File: src/rtl/prog_clk_div.sv
// Runtime-programmable clock divider: divided square wave, rising-edge Tick strobe, handshaked divisor reload.
// Optional programmable duty cycle via `CLKDIV_DUTY_EN (adds the DutyHigh input).
module prog_clk_div #(
   parameter int unsigned WIDTH       = 25,
   parameter int unsigned DEFAULT_DIV = 25000
) (
   input  logic             Clk,
   input  logic             Rst,
   input  logic             En,
   input  logic             SyncIn,
   input  logic             LoadValid,
   input  logic [WIDTH-1:0] LoadDiv,
`ifdef CLKDIV_DUTY_EN
   input  logic [WIDTH:0]   DutyHigh,
`endif
   output logic             LoadReady,
   output logic             ClkOut,
   output logic             Tick,
   output logic [WIDTH-1:0] DivActive
);

`ifdef CLKDIV_DUTY_EN
   // Phases can last up to 2*DivActive-1 cycles, so the counter needs one extra bit.
   localparam int unsigned CW = WIDTH + 1;
`else
   localparam int unsigned CW = WIDTH;
`endif

   localparam logic [WIDTH-1:0] DEF_DIV = WIDTH'(DEFAULT_DIV);
   localparam logic [WIDTH-1:0] DIV_ONE = WIDTH'(1);
   localparam logic [CW-1:0]    CNT_ONE = CW'(1);

   logic [CW-1:0]    counter;
   logic [CW-1:0]    counter_nxt;
   logic [CW-1:0]    phase_len;
   logic             clk_out_nxt;
   logic             tick_nxt;
   logic             pending;
   logic             pending_nxt;
   logic             apply;
   logic             accept;
   logic             boundary;
   logic [WIDTH-1:0] pend_div;
   logic [WIDTH-1:0] div_nxt;
   logic [WIDTH-1:0] load_div_fix;

   assign accept       = LoadValid & LoadReady;
   assign load_div_fix = (LoadDiv == '0) ? DIV_ONE : LoadDiv;

`ifdef CLKDIV_DUTY_EN
   logic [WIDTH:0] duty_active;
   logic [WIDTH:0] pend_duty;
   logic [WIDTH:0] duty_fix;
   logic [WIDTH:0] load_period;
   logic [WIDTH:0] period_len;

   assign load_period = {load_div_fix, 1'b0};
   assign period_len  = {DivActive, 1'b0};

   // Clamp against the divisor being loaded alongside, so both halves are at least one cycle.
   always_comb begin
      duty_fix = DutyHigh;
      if (DutyHigh == '0) begin
         duty_fix = (WIDTH+1)'(1);
      end else if (DutyHigh >= load_period) begin
         duty_fix = load_period - (WIDTH+1)'(1);
      end
   end

   assign phase_len = ClkOut ? duty_active : (period_len - duty_active);
`else
   assign phase_len = DivActive;
`endif

   assign boundary = En && (counter == (phase_len - CNT_ONE));

   // NOTE: combinational next-state logic uses blocking '=' and assigns every output a
   // default first, so no path leaves a value unassigned and no latch is inferred.
   always_comb begin
      counter_nxt = counter;
      clk_out_nxt = ClkOut;
      tick_nxt    = 1'b0;
      div_nxt     = DivActive;
      pending_nxt = pending;
      apply       = 1'b0;

      if (SyncIn) begin
         counter_nxt = '0;
         clk_out_nxt = 1'b0;
         apply       = pending;
      end else if (En) begin
         if (boundary) begin
            counter_nxt = '0;
            clk_out_nxt = ~ClkOut;
            tick_nxt    = ~ClkOut;
            apply       = pending;
         end else begin
            counter_nxt = counter + CNT_ONE;
         end
      end

      // A pending divisor and a fresh accept are mutually exclusive: accept needs LoadReady.
      if (apply) begin
         div_nxt     = pend_div;
         pending_nxt = 1'b0;
      end
      if (accept) begin
         pending_nxt = 1'b1;
      end
   end

   // NOTE: state registers use non-blocking '<=' so every flop samples pre-edge values.
   always_ff @(posedge Clk) begin
      if (Rst) begin
         counter   <= '0;
         ClkOut    <= 1'b0;
         Tick      <= 1'b0;
         DivActive <= DEF_DIV;
         pending   <= 1'b0;
         LoadReady <= 1'b1;
`ifdef CLKDIV_DUTY_EN
         duty_active <= (WIDTH+1)'(DEFAULT_DIV);
`endif
      end else begin
         counter   <= counter_nxt;
         ClkOut    <= clk_out_nxt;
         Tick      <= tick_nxt;
         DivActive <= div_nxt;
         pending   <= pending_nxt;
         LoadReady <= ~pending_nxt;
`ifdef CLKDIV_DUTY_EN
         if (apply) begin
            duty_active <= pend_duty;
         end
`endif
      end
   end

   // NOTE: the holding register is only read while pending is set, so it needs no reset.
   always_ff @(posedge Clk) begin
      if (accept) begin
         pend_div <= load_div_fix;
`ifdef CLKDIV_DUTY_EN
         pend_duty <= duty_fix;
`endif
      end
   end

   a_ready_mirrors_pending: assert property (@(posedge Clk) disable iff (Rst)
      LoadReady == ~pending);
   a_tick_on_high: assert property (@(posedge Clk) disable iff (Rst)
      Tick |-> ClkOut);
   a_counter_in_range: assert property (@(posedge Clk) disable iff (Rst)
      counter < phase_len);

endmodule
File: config.mk
export PLATFORM = sky130hd
export DESIGN_NAME = prog_clk_div
export DESIGN_NICKNAME = d
export VERILOG_FILES = /design/src/rtl/prog_clk_div.sv
export SDC_FILE = /design/constraint.sdc
export NUM_CORES = 1
export LEC_CHECK = 0
export CAP_MARGIN = 25
export CORE_MARGIN = 5
export CORE_UTILIZATION = 30
export DETAILED_ROUTE_END_ITERATION = 10
export PLACE_DENSITY_LB_ADDON = 0.05
export SKIP_CTS_REPAIR_TIMING = 1
export SLEW_MARGIN = 25
export SYNTH_ARGS = -nofsm -noshare
export SYNTH_HDL_FRONTEND = slang
export SYNTH_SLANG_ARGS = --single-unit
File: constraint.sdc
create_clock -name Clk -period 5 [get_ports Clk]
set_clock_uncertainty 0.2 [all_clocks]
set_input_delay 0.5 -clock Clk [delete_from_list [all_inputs] [get_ports Clk]]
set_output_delay 0.5 -clock Clk [all_outputs]
set_load 0.005 [all_outputs]
==> results.json, run 1 <==
{
  "ctsRootBufferMaster": "clkbuf_16",
  "maxSlewViolCount": 0,
  "crit_top_cell": "mux2i_1",
  "met1_length_um": 6700,
  "drive_gt1_frac": 0.0762,
  "grt_pass1_vias": 3835,
  "grt_setup_unrepaired": "no",
  "place_hpwl_um": 9710,
  "placed_cell_area_mm2": 0.00543,
  "num_vias": 3974,
  "grt_usage": 0.153,
  "cp_slowest_cell": "or4b_1",
  "synthTopCellsByArea": "dfxtp_1 (22%), edfxtp_1 (15%), nor3b_1 (6.2%), xnor2_1 (4.9%), xor2_1 (4.9%)",
  "fin_crit_sh": 0.780,
  "max_slew_margin": 0.357,
  "h-tree-depth": 3,
  "grt_max_degree": 80,
  "wl_per_cell_um": 17.9,
  "setup_viol": 0,
  "clkLatencyLatePin_ps": 350,
  "crit_path_start_kind": "register",
  "hold_depth": 2,
  "ant_nets": 0,
  "pwr_density_cell_mw_per_mm2": 281,
  "min_period_ps": 3900,
  "met3RoutedLength_um": 547,
  "grt_pass1_wl_um": 22100,
  "start_util": 0.305,
  "ys_warn_count": 0,
  "crit_path_end_kind": "register",
  "place_ws_ps": 901,
  "tns_ps": 0,
  "drt_iter0_drc": 296,
  "drtPass1Iterations": 4,
  "setup_ws_ps": 1100,
  "path_max_fanout": 20,
  "ys_seq_elements": 79,
  "synth_top_area_frac": 0.223,
  "chipWidth_um": 137,
  "route.detailed.drc": 0,
  "cts_buffers": 9,
  "regArea_mm2": 0.00183,
  "yosysTopAreaCell": "dfxtp_1",
  "min_path_type": "register to register",
  "tightest_slew_ps": 964,
  "crit_chain": "inv_1 -> ha_1 -> or4b_1 -> nor4_4 -> mux2i_1 -> mux2i_1 -> o21a_1 -> a2111oi_4 -> nand2_2 -> o211ai_1",
  "outcome": "finished, final reports clean",
  "finalInstanceArea_mm2": 0.00574,
  "fmax_mhz": 257,
  "multiInputGateArea_mm2": 0.00271,
  "total_leakage_power_nw": 1.74,
  "peakVddDrop_v": 0.000163,
  "critPathKind": "register to register",
  "r2r_cells": 10,
  "async_reset_ff_frac": 0,
  "rows": 46,
  "routed_via_density": 5.18,
  "synth_ff_type": "dfxtp_1",
  "antenna_found_initial": 0,
  "area.growth.synth_to_final_pct": 18.5,
  "power_mw": 1.62,
  "ys_seq_area_frac": 0.378,
  "synth_common_cells": "clkbuf_1 (54), dfxtp_1 (54), nor2_1 (42)",
  "drv_cap": 0,
  "cts.sinks": 79,
  "synth.avg_cell_area_um2": 9.01,
  "core-area_mm2": 0.0159,
  "die_height_um": 137,
  "syn_inst": 538,
  "crit_required_ps": 5070,
  "layout.filler_cells": 1628,
  "place_congestion": 0.806,
  "routed.top_layer": "met4",
  "post-route-util": 0.362,
  "cts_buffer_depth": 2,
  "overflow": 0,
  "io_buffers": 57,
  "io_pins": 58,
  "hold_viol": 0,
  "slowest_delay_ps": 560,
  "cts.reportedPaths.clkPinSlew_ps": 70,
  "nets": 578,
  "diodes": 0,
  "synth-edff-count": 25,
  "wl_met2_um": 6250,
  "yosysUniqueCellTypes": 59,
  "cts_tree": "built",
  "synth.net_count": 570,
  "netlist_area_mm2": 0.00485,
  "crit_arrival_ps": 3970,
  "die_area_mm2": 0.0188,
  "drt_wl_total_um": 13700
}
routing by layer:
layer | up-vias | global-route usage
li1 | 2003 | -
met4 | 0 | 0.0510
met5 | - | 0
met1 | 1882 | 0.209
met3 | 18 | 0.0338
met2 | 71 | 0.239
final cells by class:
type	count	area share
multi-input combinational	386	0.472
sequential	79	0.319
clock inverter	6	0.0100
clock buffer	10	0.0416
timing repair buffer	62	0.105
tap	216	0.0470
inverter	8	0.00523
where the power goes:
| group | switching (mW) | internal (mW) | total, mW |
|---|---|---|---|
| clock | 0.310 | 0.364 | 0.674 |
| sequential | 0.0446 | 0.692 | 0.736 |
| combinational | 0.104 | 0.102 | 0.206 |
worst max-delay path, delay by kind of cell, from the launching register on:
| kind | cells | cell delay, ps |
|---|---|---|
| AO/OA/AOI/OAI | 3 | 1080 |
| adder cells (fa/ha/maj) | 1 | 260 |
| multiplexers | 2 | 320 |
| AND/OR/NAND/NOR | 3 | 1440 |
| buffers and inverters | 1 | 130 |
| flip-flops | 1 | 370 |
registers in the layout (all words and copies together) (netlist names):
signal,cells
Tick,1
DivActive,25
counter,25
LoadReady,1
ClkOut,1
pend_div,25
pending,1
logic make-up after synthesis:
family          after synthesis  synth area share
fa+ha+maj                     2           0.00516
flops                        79             0.378
compound gates              112             0.172
xor+xnor                     54            0.0976
simple gates                214             0.274
buf+inv                      73            0.0645
mux                           4           0.00955
cell usage in the layout (no fill, tap or decap), types with 11 or more instances in the layout:
cell              n
xnor2_1          27
nor4_1           11
dfxtp_1          54
nor2_1           42
xor2_1           27
edfxtp_1         25
nand2_1          20
clkdlybuf4s50_1  55
a31oi_1          23
o21ai_0          21
o211ai_1         19
nand3_1          14
nand3b_1         28
nor3b_1          40
metrics by stage:
| stage | std cells | hold slack (ps) |
|---|---|---|
| 5_1_grt | 767 | 354 |
| 3_3_place_gp | 750 | 298 |
| 6_report | 767 | 317 |
| 4_1_cts | 766 | 317 |
| 2_1_floorplan | 538 | 260 |
| 3_5_place_dp | 750 | 302 |
worst paths after layout:
kind | startpoint | to | slack (ps)
setup / recovery | DivActive[0] | DivActive[9] | 1100
hold / removal | LoadReady | pending | 320
setup reg to reg | DivActive[0] | DivActive[9] | 1100
hold reg to reg | LoadReady | pending | 320
Power figures use the tool's default switching activity.
==> run 2, diff against run 1 <==
clock period = 3.3 ns   (was 5 ns; I/O delays follow)
==> run 2 against run 1 <==
  * Non-clock buffer count rose by 45
  * Register-to-register slack got worse by 970 ps
  * Critical path type unchanged
  * Worst hold slack got worse by 5.8 ps
  * First-iteration DRC count fell by 19%
  * Die area did not move
  * Total power rose by 61%
  * Fmax rose by 23%
  * Clock power rose by 65%
  * Clock-buffer cell count fell by 1
  * Critical path depth rose by 1
  * Sequential share of layout area fell by 2.2 points
  * Combinational power rose by 93%
==> results.json, run 2 (same netlist as run 1, synthesis figures left out) <==
{
  "r2r_slack_ps": 130,
  "pwr_density_cell_mw_per_mm2": 420,
  "rows": 46,
  "die_height_um": 137,
  "maxSlewViolCount": 0,
  "drt_wl_total_um": 13900,
  "fmax_mhz": 316,
  "total_leakage_power_nw": 1.98,
  "routed_via_density": 5.05,
  "nets": 623,
  "route.detailed.drc": 0,
  "num_vias": 4092,
  "power_mw": 2.60,
  "slowest_delay_ps": 590,
  "io_buffers": 57,
  "grt_max_degree": 52,
  "fin_crit_sh": 0.960,
  "max_slew_margin": 0.492,
  "tightest_slew_ps": 761,
  "seqPwrFrac": 0.419,
  "drv_cap": 0,
  "antenna_found_initial": 0,
  "cp_slowest_cell": "or4_4",
  "place_hpwl_um": 10400,
  "overflow": 0,
  "hold_viol": 0,
  "core-area_mm2": 0.0159,
  "grt_setup_unrepaired": "yes",
  "tns_ps": 0,
  "start_util": 0.305,
  "area.growth.synth_to_final_pct": 27.4,
  "io_pins": 58,
  "post-route-util": 0.389,
  "diodes": 0,
  "min_period_ps": 3170,
  "clkLatencyLatePin_ps": 350,
  "swShare": 0.264,
  "cts_buffers": 9,
  "min_path_type": "register to register",
  "crit_start": "DivActive[8]",
  "final_common_cell": "clkdlybuf4s50_1",
  "crit_arrival_ps": 3250,
  "chipWidth_um": 137,
  "crit_top_cell": "buf_4",
  "p_clk_frac": 0.428,
  "place_congestion": 0.775,
  "crit_path_end_kind": "register",
  "crit_path_start_kind": "register",
  "cts.reportedPaths.clkPinSlew_ps": 70,
  "h-tree-depth": 3,
  "p_int_mw": 1.91,
  "outcome": "finished, final reports clean",
  "crit_chain": "or4_4 -> nor4_4 -> buf_6 -> nand2_2 -> mux2_2 -> a31oi_4 -> a2111oi_4 -> buf_4 -> buf_4 -> a2111o_1 -> o211ai_2",
  "endpoint": "DivActive[0]",
  "combPwrFrac": 0.153,
  "fin_cells": 811,
  "drtPass1Iterations": 4,
  "cts_tree": "built",
  "path_max_fanout": 7,
  "cts_buffer_depth": 2,
  "placed_cells": 794,
  "timing.rr.start": "DivActive[8]",
  "reg2reg_to": "DivActive[0]",
  "hold_ws_ps": 311,
  "grt_pass1_wl_um": 22500,
  "wl_per_cell_um": 17.1,
  "top_regs": "DivActive x25, counter x25, pend_div x25",
  "crit_required_ps": 3380,
  "ant_nets": 0,
  "worstHoldStart": "ClkOut",
  "drive_gt1_frac": 0.166,
  "peakVddDrop_v": 0.000230,
  "grt_usage": 0.156,
  "die_area_mm2": 0.0188,
  "drt_iter0_drc": 241,
  "ctsRootBufferMaster": "clkbuf_16",
  "p_switching_mw": 0.685,
  "final_cell_mix": "clkdlybuf4s50_1 (55), dfxtp_1 (54), buf_4 (47), nor2_1 (42), nor3b_1 (40)",
  "critPathKind": "register to register",
  "grt_pass1_vias": 4051,
  "cts.sinks": 79,
  "setup_viol": 0,
  "r2r_cells": 11
}
==> run 2: per-stage QoR <==
| step | instance area [um^2] | worst slack (ps) |
|---|---|---|
| final | 6180 | 131 |
| after global routing | 6180 | -18.1 |
| after CTS | 6090 | -5.97 |
| after detailed placement | 5770 | 12.2 |
| after global placement | 5770 | 55.0 |
| after floorplan | 4850 | 44.0 |
==> run 2: critical path: cells and delay by family, from the launching register on <==
kind / cells / cell delay, ps
AOI/OAI and AO/OA: 4 / 800
buffers and inverters: 3 / 480
DFF: 1 / 370
and+or+nand+nor: 3 / 960
muxes: 1 / 290
==> run 2: cell type report <==
cell class,instances,area (um^2)
Clock inverter,6,93.8
Timing Repair Buffer,107,956
Tap cell,216,270
Sequential cell,79,1830
Inverter,8,30.0
Clock buffer,9,225
Fill cell,1681,9710
Multi-Input combinational cell,386,2770
==> run 2: worst min-delay path by stage <==
stage          depth (start not counted)  slack [ps]            end
6_report                               1         310           Tick
3_3_place_gp                           2         300        pending
3_5_place_dp                           2         310        pending
4_1_cts                                3         300  DivActive[16]
2_1_floorplan                          1         260           Tick
5_1_grt                                3         330   DivActive[9]
==> run 2: metal layers <==
layer  share of wire  vias to the layer above  routed length, um  GRT usage
met5               0                        -                  0          0
met4          0.0078                        0                109     0.0432
met3           0.025                        7                344     0.0360
met2            0.48                       57               6680      0.251
met1            0.49                     1934               6760      0.208
li1                -                     2094                  -          -
==> run 2: power by group through the flow <==
stage / Sequential (mW) / Combinational [mW] / Clock [mW]
3_3_place_gp: 1.11 / 0.386 / 0
2_1_floorplan: 1.10 / 0.211 / 0
4_1_cts: 1.09 / 0.391 / 1.15
3_5_place_dp: 1.11 / 0.390 / 0
5_1_grt: 1.10 / 0.433 / 1.19
6_report: 1.09 / 0.397 / 1.11
==> run 3, diff against run 2 <==
ABC_AREA = 1   (was not set)
==> run 3 against run 2 <==
  * Sequential power about the same
  * Flip-flop and latch count stayed put
  * Combinational power shrank 25%
  * Wire length down 8.0%
  * Worst hold slack worse by 10 ps
  * Register-to-register slack better by 220 ps
  * Die area down 3.5%
  * First-iteration DRC count shrank 38%
  * Highest routed layer unchanged
==> results.json, run 3 <==
{
  "outcome": "finished, final reports clean",
  "io_buffers": 57,
  "netlist_area_mm2": 0.00467,
  "h-tree-depth": 3,
  "core-area_mm2": 0.0152,
  "cp_slowest_cell": "dfxtp_1",
  "routed_via_density": 4.67,
  "die_height_um": 135,
  "nets": 754,
  "synth.net_count": 718,
  "combPwrFrac": 0.123,
  "p_clk_frac": 0.428,
  "tns_ps": 0,
  "cts_tree": "built",
  "drt_iter0_drc": 150,
  "clkLatencyLatePin_ps": 340,
  "seqPwrFrac": 0.449,
  "place_ws_ps": 273,
  "final_cell_mix": "nand2_1 (179), nor2_1 (98), inv_1 (79), nand3_1 (70), clkdlybuf4s50_1 (57)",
  "place_congestion": 0.792,
  "drt_wl_total_um": 12800,
  "grt_pass1_wl_um": 20900,
  "p_int_mw": 1.79,
  "grt_usage": 0.145,
  "antenna_found_initial": 0,
  "maxSlewViolCount": 0,
  "rows": 45,
  "hold_viol": 0,
  "io_pins": 58,
  "critPathBufInv": 2,
  "ctsRootBufferMaster": "clkbuf_16",
  "crit_chain": "inv_1 -> ha_1 -> nand3_2 -> nor2_2 -> xor2_1 -> nand2_1 -> nand2_1 -> nand2_1 -> nor3_2 -> nand3_4 -> nand2_4 -> buf_12 -> nand3_1 -> nand2_1 -> nor2_1",
  "r2r_cells": 15,
  "drv_cap": 0,
  "chipWidth_um": 135,
  "synthTopCellsByArea": "dfxtp_1 (23%), edfxtp_1 (16%), nand2_1 (14%), nor2_1 (7.9%), nand3_1 (7.5%)",
  "grt_max_degree": 32,
  "drive_gt1_frac": 0.0605,
  "worst-path-stages": 15,
  "grt_pass1_vias": 3990,
  "finalInstanceArea_mm2": 0.00567,
  "total_leakage_power_nw": 2.32,
  "path_max_fanout": 29,
  "pwr_density_cell_mw_per_mm2": 428,
  "async_reset_ff_frac": 0,
  "power_mw": 2.42,
  "grt_setup_unrepaired": "no",
  "setup_ws_ps": 353,
  "top_regs": "DivActive x25, counter x25, pend_div x25",
  "tightest_slew_ps": 926,
  "diodes": 0,
  "crit_path_end_kind": "register",
  "cts.reportedPaths.clkPinSlew_ps": 70,
  "synth.avg_cell_area_um2": 6.80,
  "area.growth.synth_to_final_pct": 21.5,
  "max_slew_margin": 0.382,
  "cts_buffers": 9,
  "slowest_delay_ps": 310,
  "start_util": 0.307,
  "ys_seq_area_frac": 0.393,
  "synth_top_area_frac": 0.232,
  "fin_crit_sh": 0.893,
  "crit_top_cell": "nand2_1",
  "syn_inst": 686,
  "die_area_mm2": 0.0181,
  "drtPass1Iterations": 5,
  "p_switching_mw": 0.632,
  "worst_path_dominant_cell_family": "simple AND/OR/NAND/NOR gates",
  "fmax_mhz": 339,
  "final_common_cell": "nand2_1",
  "ant_nets": 0,
  "min_period_ps": 2950,
  "placed_cell_area_mm2": 0.00536,
  "synth-edff-count": 25,
  "ys_seq_elements": 79,
  "crit_required_ps": 3340,
  "swShare": 0.261,
  "synth.most_common_cell": "nand2_1",
  "cts.sinks": 79,
  "cts_buffer_depth": 2,
  "wl_per_cell_um": 14.0,
  "yosysTopAreaCell": "dfxtp_1",
  "crit_arrival_ps": 2990,
  "ys_warn_count": 0,
  "route.detailed.drc": 0,
  "yosysUniqueCellTypes": 38,
  "synth_ff_type": "dfxtp_1",
  "place_hpwl_um": 10100,
  "hold_depth": 2,
  "setup_viol": 0,
  "synth_common_cells": "nand2_1 (179), nor2_1 (98), inv_1 (79)",
  "peakVddDrop_v": 0.000229,
  "min_path_type": "register to register",
  "overflow": 0,
  "critPathKind": "register to register",
  "post-route-util": 0.373,
  "crit_path_start_kind": "register",
  "num_vias": 4271
}
run 3: layer usage:
layer | track usage | up-vias | share of wire | wire, um
met1 | 0.203 | 1951 | 0.50 | 6420
met5 | 0 | - | 0 | 0
met2 | 0.226 | 68 | 0.46 | 5850
met3 | 0.0320 | 9 | 0.031 | 401
li1 | - | 2243 | - | -
met4 | 0.0396 | 0 | 0.0095 | 122
run 3: area by class of cell:
type,instances,area [um^2]
Multi-Input combinational cell,482,2340
Tap cell,188,235
Clock inverter,6,68.8
Inverter,87,327
Timing Repair Buffer,63,628
Sequential cell,79,1830
Fill cell,1670,9540
Clock buffer,10,239
run 3: kinds of logic after synthesis:
| group | count (synthesis) | synth area share |
|---|---|---|
| adders and majority gates | 2 | 0.00536 |
| DFF | 79 | 0.393 |
| AOI/OAI and AO/OA | 38 | 0.0448 |
| xor gates and xnor gates | 29 | 0.0574 |
| buffers and inverters | 125 | 0.106 |
| and+or+nand+nor | 413 | 0.393 |
run 3: final timing paths:
check / from / endpoint / slack, ps
hold / removal: pend_div[14] / DivActive[14] / 300
hold reg to reg: pend_div[14] / DivActive[14] / 300
setup / recovery: DivActive[0] / DivActive[16] / 350
setup reg to reg: DivActive[0] / DivActive[16] / 350
run 3: per-stage QoR:
step / cells / hold WS, ps
finish: 915 / 300
CTS: 915 / 302
floorplan: 686 / 211
global placement: 899 / 287
global route: 915 / 322
detailed placement: 899 / 291
run 3: worst min-delay path, cell delays in order, from the launching register on:
cell and delay (ps):
edfxtp_1 330, nand3_1 80, nand3_1 80
run 3: power groups by stage:
stage	clock network [mW]	logic (mW)	registers, mW
floorplan	0	0.193	1.09
global placement	0	0.300	1.11
detailed placement	0	0.301	1.11
CTS	1.07	0.302	1.09
global route	1.10	0.337	1.10
finish	1.04	0.297	1.09
